### src/rtl/encoder_4_to_2_sync.sv
// Registered 4-to-2 request encoder: captures request strobes into a pending set
// and grants one index per valid/ready handshake. Optional ENCODER_ROUND_ROBIN_EN.
module encoder_4_to_2_sync #(
   parameter int PRIORITY_HIGH = 1
) (
   input  logic       clk,
   input  logic       rst,
   input  logic       ena,
   input  logic [3:0] in,
   output logic [1:0] out,
   output logic       out_valid,
   input  logic       out_ready,
   output logic       busy
);

   typedef enum logic {IDLE = 1'b0, VALID = 1'b1} state_t;

   state_t     r_state;
   logic [3:0] r_pending;
   logic [1:0] r_out;
   logic [1:0] w_sel;
   logic       w_load;
   logic [3:0] w_load_mask;

`ifdef ENCODER_ROUND_ROBIN_EN
   logic [1:0] r_rp;
   logic [1:0] w_idx;

   // Scan farthest-to-nearest from r_rp so the nearest pending bit is written last.
   always_comb begin
      w_sel = r_rp;
      w_idx = '0;
      for (int unsigned k = 0; k < 4; k++) begin
         w_idx = (PRIORITY_HIGH != 0) ? 2'(r_rp - 2'(3 - k)) : 2'(r_rp + 2'(3 - k));
         if (r_pending[w_idx]) w_sel = w_idx;
      end
   end
`else
   always_comb begin
      w_sel = '0;
      for (int unsigned i = 0; i < 4; i++) begin
         if (PRIORITY_HIGH != 0) begin
            if (r_pending[i]) w_sel = 2'(i);
         end else begin
            if (r_pending[3 - i]) w_sel = 2'(3 - i);
         end
      end
   end
`endif

   assign w_load      = ((r_state == IDLE) | out_ready) & (r_pending != 4'b0000);
   assign w_load_mask = w_load ? (4'b0001 << w_sel) : '0;

   always_ff @(posedge clk) begin
      if (rst) begin
         r_state   <= IDLE;
         r_pending <= '0;
         r_out     <= '0;
`ifdef ENCODER_ROUND_ROBIN_EN
         r_rp      <= (PRIORITY_HIGH != 0) ? 2'd3 : 2'd0;
`endif
      end else begin
         r_pending <= (r_pending & ~w_load_mask) | (in & {4{ena}});
         if (w_load) begin
            r_out   <= w_sel;
            r_state <= VALID;
`ifdef ENCODER_ROUND_ROBIN_EN
            r_rp    <= (PRIORITY_HIGH != 0) ? 2'(w_sel - 2'd1) : 2'(w_sel + 2'd1);
`endif
         end else if ((r_state == VALID) && out_ready) begin
            r_state <= IDLE;
         end
      end
   end

   assign out       = r_out;
   assign out_valid = (r_state == VALID);
   assign busy      = (r_pending != 4'b0000) | (r_state == VALID);

endmodule

### config.mk
export PLATFORM = sky130hd
export DESIGN_NAME = encoder_4_to_2_sync
export DESIGN_NICKNAME = d
export VERILOG_FILES = /design/src/rtl/encoder_4_to_2_sync.sv
export SDC_FILE = /design/constraint.sdc
export NUM_CORES = 1
export LEC_CHECK = 0
export BUFFER_PORTS_ARGS = -buffer_cell sky130_fd_sc_hd__buf_2
export CAP_MARGIN = 20
export CORE_AREA = 2 2 39 41
export DETAILED_ROUTE_END_ITERATION = 16
export DIE_AREA = 0 0 41 43
export GPL_TIMING_DRIVEN = 0
export HOLD_SLACK_MARGIN = 0.15
export PLACE_DENSITY_LB_ADDON = 0.2
export SLEW_MARGIN = 20
export SYNTH_ARGS = -nofsm -noshare
export SYNTH_HDL_FRONTEND = slang
export SYNTH_SLANG_ARGS = --single-unit
### constraint.sdc
create_clock -name clk -period 2.9 [get_ports clk]
set_input_delay 0.29 -clock clk [delete_from_list [all_inputs] [get_ports clk]]
set_output_delay 0.29 -clock clk [all_outputs]
set_load 0.005 [all_outputs]
Word-level counts from Yosys, hierarchy flattened
Index checks and enable logic that the tools add are counted.
{"block": "classes", "bitwise_logic": 8, "muxes": 6, "n_lt_le_gt_ge": 0, "n_addsub": 0, "n_mul": 0, "shifts": 1, "n_eq_ne": 0, "div_mod_pow": 0, "reduce_logical": 3}
{"operator": "AND 4 bit", "n": 2}
{"operator": "two-way mux 2 bit", "n": 2}
{"operator": "two-way mux 4 bit", "n": 1}
{"operator": "inverter 4 bit", "n": 1}
{"operator": "OR 4 bit", "n": 1}
{"operator": "nonzero test 4 bit", "n": 1}
{"operator": "left shift 1 x 2 -> 4 bit, first input constant", "n": 1}
{"operator": "two-way mux 1 bit", "n": 3}
{"operator": "OR 1 bit", "n": 2}
{"operator": "nonzero test 2 bit", "n": 1}
{"operator": "AND 1 bit", "n": 1}
{"operator": "logical AND 1 bit", "n": 1}
{"operator": "inverter 1 bit", "n": 1}
{"block": "totals", "mem_count": 0, "output_inout_bits": 4, "ramBits": 0, "inputBits": 8, "word_cells": 21, "latch_bits": 0, "rom_bits": 0, "reg_bits": 7}

Longest topological paths before layout
Gate-level depths: netlist of the first run.
{"block": "logic_depth", "ltp_word": 8, "mapped_depth": 3, "depth_no_buf": 3}

Worst setup path before layout of the first run
Ideal clock, no wire load.
{"block": "synth_path", "path_kind": "flip-flop to output port", "startpoint": "register r_pending[3]", "endpoint": "output busy", "t_arrival_ps": 1125, "setup_slack_ps": 1485, "stages_incl_launch_ff": 3, "t_required_ps": 2610, "path_cell_list": "dfxtp_1 or4_4 or2_1"}
{"block": "synth_between", "elab_chain_len": 2}
{"item": "from (decl)", "line": "19", "rtl": "logic [3:0] r_pending;"}
{"item": "from (signal assigned)", "line": "63", "rtl": "r_pending <= (r_pending & ~w_load_mask) | (in & {4{ena}});"}
{"item": "nonzero test 4 bit", "line": "78", "rtl": "assign busy = (r_pending != 4'b0000) | (r_state == VALID);"}
{"item": "OR 1 bit", "line": "78"}
{"item": "to (decl)", "line": "13", "rtl": "output logic busy"}
No other way between the ends.

Final worst setup path of the first run
Same ends and word-level chain as after synthesis.

==> impl_table.tex, run 1 <==
\begin{tabular}{lr}
\hline
Metric & Value \\
\hline
\multicolumn{2}{l}{\textbf{Worst hold path}} \\
Hold/Removal Path Class & primary input to register \\
Worst min-delay path endpoint & r\_pending[0] \\
Number of cells on the worst hold path & 3 \\
Min-Delay Startpoint & in[0] \\
\multicolumn{2}{l}{\textbf{STA}} \\
Hold violation count in the final report & 0 \\
Setup Skew & 0.000823 ns \\
Least-Margin Pin Slew & 0.482 ns \\
Time the final worst path needs with I/O delays and setup & 1.84 ns \\
Final count of negative-setup-slack endpoints & 0 \\
Tightest slew margin relative to the limit & 0.678 \\
Hold Worst Slack & 0.285 ns \\
Share of the cycle needed by the critical path after routing & 0.634 \\
RSZ-0062 raised after global routing & false \\
Number of max-slew violations in the final report & 0 \\
Sum Neg Setup Slack & 0 ns \\
Highest clock frequency the design can meet & 544 MHz \\
\multicolumn{2}{l}{\textbf{Power and ir drop}} \\
Lkg Pwr & 0.164 nW \\
Psw & 0.0000588 W \\
Worst IR Drop VDD & 0.000217 V \\
Clock network fraction of design power & 0.375 \\
Power Density & 606 mW/mm\^{}2 \\
Internal portion of total power & 0.000176 W \\
Combinational power share & 0.156 \\
Share of power burned in registers & 0.469 \\
Switching part of the total & 0.250 \\
\multicolumn{2}{l}{\textbf{Route}} \\
Via count & 285 \\
First-iteration detailed-routing DRC count & 1 \\
Per-cell routed wire length & 9.76 um \\
Total wire length & 615 um \\
Number of vias per cell after detailed routing & 4.52 \\
First-pass iteration count of the detailed router & 2 \\
Total DRC errors in the routed layout & 0 \\
Post-detailed-route count of antenna-violating nets & 0 \\
\multicolumn{2}{l}{\textbf{Finish}} \\
Filler instances & 164 \\
Total inserted antenna cells & 0 \\
Final net count & 56 \\
Final Instance Area & 388 um\^{}2 \\
Share of cells above drive strength 1 & 0.340 \\
Area added between synthesis and finish & 35.4\% \\
Final cell utilization of the core & 0.280 \\
\multicolumn{2}{l}{\textbf{Setup path}} \\
R2r worst-path depth & 3 \\
Arrival time worst endpoint & 1.55 ns \\
Classification of the worst setup path & register to output port \\
Critical Path, Cell by Cell & or4\_4 > or2\_1 > buf\_2 \\
Worst-path cell with the longest stage delay & sky130\_fd\_sc\_hd\_\_or4\_4 \\
Required time at the endpoint of the critical path & 2.61 ns \\
Maximum net fanout on the critical path & 7 \\
Crit Reg-Reg Startpoint & r\_pending[3] \\
Kind of end point of the critical path & output port \\
CP startpoint kind & register \\
Critical Path Source & r\_pending[3] \\
End of the worst register-to-register path & out[1] \\
Slowest cell delay on critical path & 0.59 ns \\
Minimum setup slack among reg-to-reg paths & 1.59 ns \\
\multicolumn{2}{l}{\textbf{Synth}} \\
Area contributors post-synth & sky130\_fd\_sc\_hd\_\_dfxtp\_1 49\%, sky130\_fd\_sc\_hd\_\_a21oi\_1 8.7\%, sky130\_fd\_sc\_hd\_\_a211oi\_2 4.4\% \\
Cell accounting for the most synthesized area & sky130\_fd\_sc\_hd\_\_dfxtp\_1 \\
Number of distinct standard cells referenced by the synthesized netlist & 16 \\
Post-Syn Area & 287 um\^{}2 \\
Net count after synthesis & 40 \\
Share of the synthesized area in the top cell type & 0.489 \\
Top cell types by occurrence after synthesis & 7 x sky130\_fd\_sc\_hd\_\_dfxtp\_1, 5 x sky130\_fd\_sc\_hd\_\_a21oi\_1, 3 x sky130\_fd\_sc\_hd\_\_nand2\_1, 3 x sky130\_fd\_sc\_hd\_\_nor2\_1 \\
Most used flip-flop cell after synthesis & sky130\_fd\_sc\_hd\_\_dfxtp\_1 \\
Library cell with the highest instance count after synthesis & sky130\_fd\_sc\_hd\_\_dfxtp\_1 \\
Sequential area share after synthesis & 0.489 \\
Yosys warnings & 0 \\
Post-synthesis area per instance & 8.95 um\^{}2 \\
Number of enable flip-flop cells after synthesis & 0 \\
Register bit total from synthesis & 7 \\
Instance count of the mapped netlist & 32 \\
Async set-reset flop share out of synthesis & 0 \\
\multicolumn{2}{l}{\textbf{Place}} \\
Instance area at placement & 362 um\^{}2 \\
Final Wtd Congestion & 0.717 \\
Detail Placement HPWL & 464 um \\
Port buffer count & 11 \\
\multicolumn{2}{l}{\textbf{Floorplanning}} \\
Horiz. Die Dim & 41 um \\
Initial Util & 0.207 \\
I/O pin cnt & 12 \\
Die area & 0.00176 mm\^{}2 \\
Floorplan core area & 0.00138 mm\^{}2 \\
Vertical die dimension & 43 um \\
Row Count & 14 \\
\multicolumn{2}{l}{\textbf{GRT}} \\
Antenna violations before repair & 0 \\
Via count of the first global-routing pass & 260 \\
Pin count of the biggest net entering global routing & 8 \\
Global-route wire length before repair & 1040 um \\
Overall fraction of global-route tracks in use & 0.0924 \\
Overflow left after global routing & 0 \\
\multicolumn{2}{l}{\textbf{Clocking}} \\
Maximum clock insertion buffer count & 2 \\
TritonCTS clock tree & done \\
Inserted Clock Buffers & 3 \\
CTS hold repair buffers & 0 \\
Count of cells resized by post-cts repair & 0 \\
Clock slew seen by the registers of the worst setup and hold paths & 0.05 ns \\
Buffer cell driving the clock tree root & sky130\_fd\_sc\_hd\_\_clkbuf\_4 \\
Latest clock arrival within the worst-skew pair & 0.25 ns \\
Number of H-tree levels & 1 \\
Sink Count & 7 \\
Buffers inserted during post-CTS setup optimization & 0 \\
\multicolumn{2}{l}{\textbf{Run}} \\
Max capacitance violation total & 0 \\
\multicolumn{2}{l}{\textbf{Run status}} \\
Status & finished, final reports clean \\
\hline
\end{tabular}
==> metal layers <==
layer	global-route usage	up-vias	share of wire
li1	-	146	-
met1	0.109	129	0.47
met2	0.116	10	0.44
met3	0.0942	0	0.085
met4	0.0200	0	0
met5	0	-	0
==> worst max-delay path by stage <==
stage                 to  slack (ns)  cells past startpoint
floorplan           busy        1.49                      2
global placement    busy        1.32                      3
detailed placement  busy        1.33                      3
CTS                 busy        1.04                      3
global route        busy         1.0                      3
finish              busy        1.06                      3
==> critical path, delay by kind of cell (launching register included) <==
| family | cells | cell delay (ns) |
|---|---|---|
| and+or+nand+nor | 2 | 0.81 |
| buffers and inverters | 1 | 0.12 |
| DFF | 1 | 0.36 |
==> cell families after synthesis <==
family	count (synthesis)	share of synthesized area
flip-flops	7	0.489
AO/OA/AOI/OAI	11	0.258
AND/OR/NAND/NOR	13	0.240
buffers and inverters	1	0.0131
==> state kept, by name, summed over array words and instances, names as in the netlist <==
signal	flops
out_valid	1
r_pending	4
out	2
==> power groups by stage <==
| stage | registers [W] | logic, W | clock network, W |
|---|---|---|---|
| finish | 0.000110 | 0.0000366 | 0.0000881 |
| global route | 0.000112 | 0.0000416 | 0.000102 |
| CTS | 0.000110 | 0.0000374 | 0.0000944 |
| detailed placement | 0.000112 | 0.0000373 | 0 |
| global placement | 0.000112 | 0.0000371 | 0 |
| floorplan | 0.000112 | 0.0000209 | 0 |
==> layout by cell type, fill, tap and decap left out, types with 2 or more instances in the layout <==
cell                       count
sky130_fd_sc_hd__buf_2        11
sky130_fd_sc_hd__nand2_1       3
sky130_fd_sc_hd__nand2b_1      2
sky130_fd_sc_hd__a21oi_1       5
sky130_fd_sc_hd__nor3_1        2
sky130_fd_sc_hd__dfxtp_1       7
sky130_fd_sc_hd__clkbuf_4      3
sky130_fd_sc_hd__nor2_1        3
==> area by class of cell <==
cell class	count	area, um^2	area share
inverters	1	3.75	0.00968
well taps	16	20.0	0.0516
clock buffers	4	26.3	0.0677
multi-input cells	24	143	0.368
flip-flops and latches	7	140	0.361
repair buffers	11	55.1	0.142
==> per-stage QoR <==
stage / setup slack (ns) / power, W / instances
2_1_floorplan: 1.49 / 0.000133 / 32
3_3_place_gp: 1.32 / 0.000149 / 59
3_5_place_dp: 1.33 / 0.000149 / 59
4_1_cts: 1.04 / 0.000242 / 63
5_1_grt: 0.995 / 0.000255 / 63
6_report: 1.06 / 0.000235 / 63
(Power assumes the default switching activity.)
==> inputs of run 2 (changes only) <==
- clock period: 2.9 -> 1.5 ns (I/O delays scaled with it)
==> run 2 against run 1 <==
Against the previous run: the run now ends with setup timing left; power increased by 100%; global-route usage increased by 0.30 points; count of clock-buffer cells in the layout unchanged; sequential share of layout area decreased by 4.3 points; die area unchanged; worst hold slack got worse by 0.13 ns; critical endpoint unchanged; largest cell class is now flip-flops and latches.
==> impl_table.tex, run 2 (same netlist as run 1, synthesis figures left out) <==
\begin{tabular}{lr}
\hline
Metric & Value \\
\hline
\multicolumn{2}{l}{\textbf{Finish}} \\
Total inserted antenna cells & 0 \\
Most common cell after layout, fill and taps aside & sky130\_fd\_sc\_hd\_\_buf\_2 \\
Largest Register & r\_pending \\
Area added between synthesis and finish & 59.0\% \\
Max reg flops & 4 \\
Most frequent cells in the layout & 11 x sky130\_fd\_sc\_hd\_\_buf\_2, 5 x sky130\_fd\_sc\_hd\_\_a21oi\_1, 5 x sky130\_fd\_sc\_hd\_\_dfxtp\_1 \\
Filler instances & 155 \\
Share of cells above drive strength 1 & 0.389 \\
Final net count & 63 \\
Final Instance Area & 455 um\^{}2 \\
Area used by multi-input combinational logic & 143 um\^{}2 \\
Storage cell area & 145 um\^{}2 \\
\multicolumn{2}{l}{\textbf{Place}} \\
Instance area at placement & 362 um\^{}2 \\
Port buffer count & 11 \\
Final Wtd Congestion & 0.717 \\
Detail Placement HPWL & 464 um \\
\multicolumn{2}{l}{\textbf{Route}} \\
First-pass iteration count of the detailed router & 2 \\
Via count & 307 \\
Total DRC errors in the routed layout & 0 \\
Number of vias per cell after detailed routing & 4.39 \\
Per-cell routed wire length & 9.30 um \\
Post-detailed-route count of antenna-violating nets & 0 \\
Total wire length & 651 um \\
First-iteration detailed-routing DRC count & 3 \\
\multicolumn{2}{l}{\textbf{Clocking}} \\
TritonCTS clock tree & done \\
Maximum clock insertion buffer count & 2 \\
Sink Count & 7 \\
Number of H-tree levels & 1 \\
Latest clock arrival within the worst-skew pair & 0.25 ns \\
Inserted Clock Buffers & 3 \\
Clock slew seen by the registers of the worst setup and hold paths & 0.05 ns \\
Buffer cell driving the clock tree root & sky130\_fd\_sc\_hd\_\_clkbuf\_4 \\
\multicolumn{2}{l}{\textbf{GRT}} \\
Overflow left after global routing & 0 \\
Overall fraction of global-route tracks in use & 0.0954 \\
Global-route wire length before repair & 1080 um \\
Antenna violations before repair & 0 \\
Via count of the first global-routing pass & 274 \\
Pin count of the biggest net entering global routing & 8 \\
\multicolumn{2}{l}{\textbf{Floorplanning}} \\
Initial Util & 0.207 \\
I/O pin cnt & 12 \\
Floorplan core area & 0.00138 mm\^{}2 \\
Vertical die dimension & 43 um \\
Row Count & 14 \\
Horiz. Die Dim & 41 um \\
Die area & 0.00176 mm\^{}2 \\
\multicolumn{2}{l}{\textbf{Setup path}} \\
Critical Path Source & r\_pending[0] \\
Kind of end point of the critical path & output port \\
R2r worst-path depth & 4 \\
Minimum setup slack among reg-to-reg paths & 0.17 ns \\
Crit Reg-Reg Startpoint & r\_pending[0] \\
Required time at the endpoint of the critical path & 1.35 ns \\
Timing endpoint of the critical path & busy \\
Classification of the worst setup path & register to output port \\
End of the worst register-to-register path & out[1] \\
CP startpoint kind & register \\
Arrival time worst endpoint & 1.43 ns \\
Maximum net fanout on the critical path & 2 \\
\multicolumn{2}{l}{\textbf{STA}} \\
Share of the cycle needed by the critical path after routing & 1.05 \\
Setup Skew & 0.00125 ns \\
Highest clock frequency the design can meet & 634 MHz \\
Number of max-slew violations in the final report & 0 \\
Tightest slew margin relative to the limit & 0.680 \\
RSZ-0062 raised after global routing & true \\
Time the final worst path needs with I/O delays and setup & 1.58 ns \\
Least-Margin Pin Slew & 0.479 ns \\
Final Worst Setup Slack & -0.0766 ns \\
Hold Worst Slack & 0.158 ns \\
Hold violation count in the final report & 0 \\
Final count of negative-setup-slack endpoints & 1 \\
\multicolumn{2}{l}{\textbf{Run status}} \\
Violations in the final reports & setup timing \\
Status & finished, violations left \\
\multicolumn{2}{l}{\textbf{Power and ir drop}} \\
Power Density & 1040 mW/mm\^{}2 \\
Worst IR Drop VDD & 0.000429 V \\
Lkg Pwr & 0.198 nW \\
Power consumption & 0.000471 W \\
\multicolumn{2}{l}{\textbf{Run}} \\
Max capacitance violation total & 0 \\
\multicolumn{2}{l}{\textbf{Worst hold path}} \\
Hold/Removal Path Class & primary input to register \\
\hline
\end{tabular}
[run 2: cell count changes in the layout (fill, tap and decap cells not counted)]
| cell | change |
|---|---|
| sky130_fd_sc_hd__dfxtp_4 | +1 |
| sky130_fd_sc_hd__dfxtp_1 | -2 |
| sky130_fd_sc_hd__dlygate4sd3_1 | +4 |
| sky130_fd_sc_hd__buf_4 | +3 |
| sky130_fd_sc_hd__dfxtp_2 | +1 |
[run 2: worst min path at each step]
| stage | start | end | depth (start not counted) |
|---|---|---|---|
| 3_3_place_gp | in[1] | r_pending[1] | 3 |
| 5_1_grt | ena | r_pending[0] | 3 |
| 2_1_floorplan | rst | out[1] | 1 |
| 4_1_cts | in[3] | r_pending[3] | 3 |
| 6_report | in[3] | r_pending[3] | 3 |
| 3_5_place_dp | in[2] | r_pending[2] | 3 |
[run 2: critical path, stage by stage (launching register included)]
cell	delay, ns
sky130_fd_sc_hd__dfxtp_2	0.32
sky130_fd_sc_hd__or4_4	0.53
sky130_fd_sc_hd__or2_1	0.21
sky130_fd_sc_hd__buf_2	0.12
[run 2: final cells by class]
type | count | area share
clock buffers | 4 | 0.0577
inverters | 1 | 0.00824
multi-input cells | 24 | 0.313
flip-flops and latches | 7 | 0.319
well taps | 16 | 0.0440
repair buffers | 18 | 0.258
[run 2: metal layers]
layer / track usage / vias to the layer above / part of all wire
li1: - / 161 / -
met1: 0.113 / 136 / 0.47
met2: 0.122 / 10 / 0.45
met3: 0.0942 / 0 / 0.078
met4: 0.0200 / 0 / 0
met5: 0 / - / 0
[run 2: repair_timing]
action,CTS,global route
setup endpoints to repair,1,1
hold buffers,4,0
endpoints found under the hold margin,3,0
pin swaps,1,0
setup buffers,3,0
resized for setup,3,0
[run 2: power breakdown]
group / switching (W) / internal [W] / total (W) / leakage (nW)
sequential: 0.00000995 / 0.000201 / 0.000211 / 0.0589
combinational: 0.0000375 / 0.0000518 / 0.0000893 / 0.124
clock: 0.0000699 / 0.000102 / 0.000171 / 0.0150
total: 0.000117 / 0.000354 / 0.000471 / 0.198
[run 2: metrics by stage]
| stage | util | instances | TNS [ns] | setup slack, ns |
|---|---|---|---|---|
| after floorplan | - | 32 | 0 | 0.225 |
| after global placement | 0.261 | 59 | 0 | 0.0638 |
| after detailed placement | 0.261 | 59 | 0 | 0.0662 |
| after CTS | 0.329 | 70 | -0.0937 | -0.0937 |
| after global routing | 0.329 | 70 | -0.134 | -0.134 |
| final | 0.329 | 70 | -0.0766 | -0.0766 |
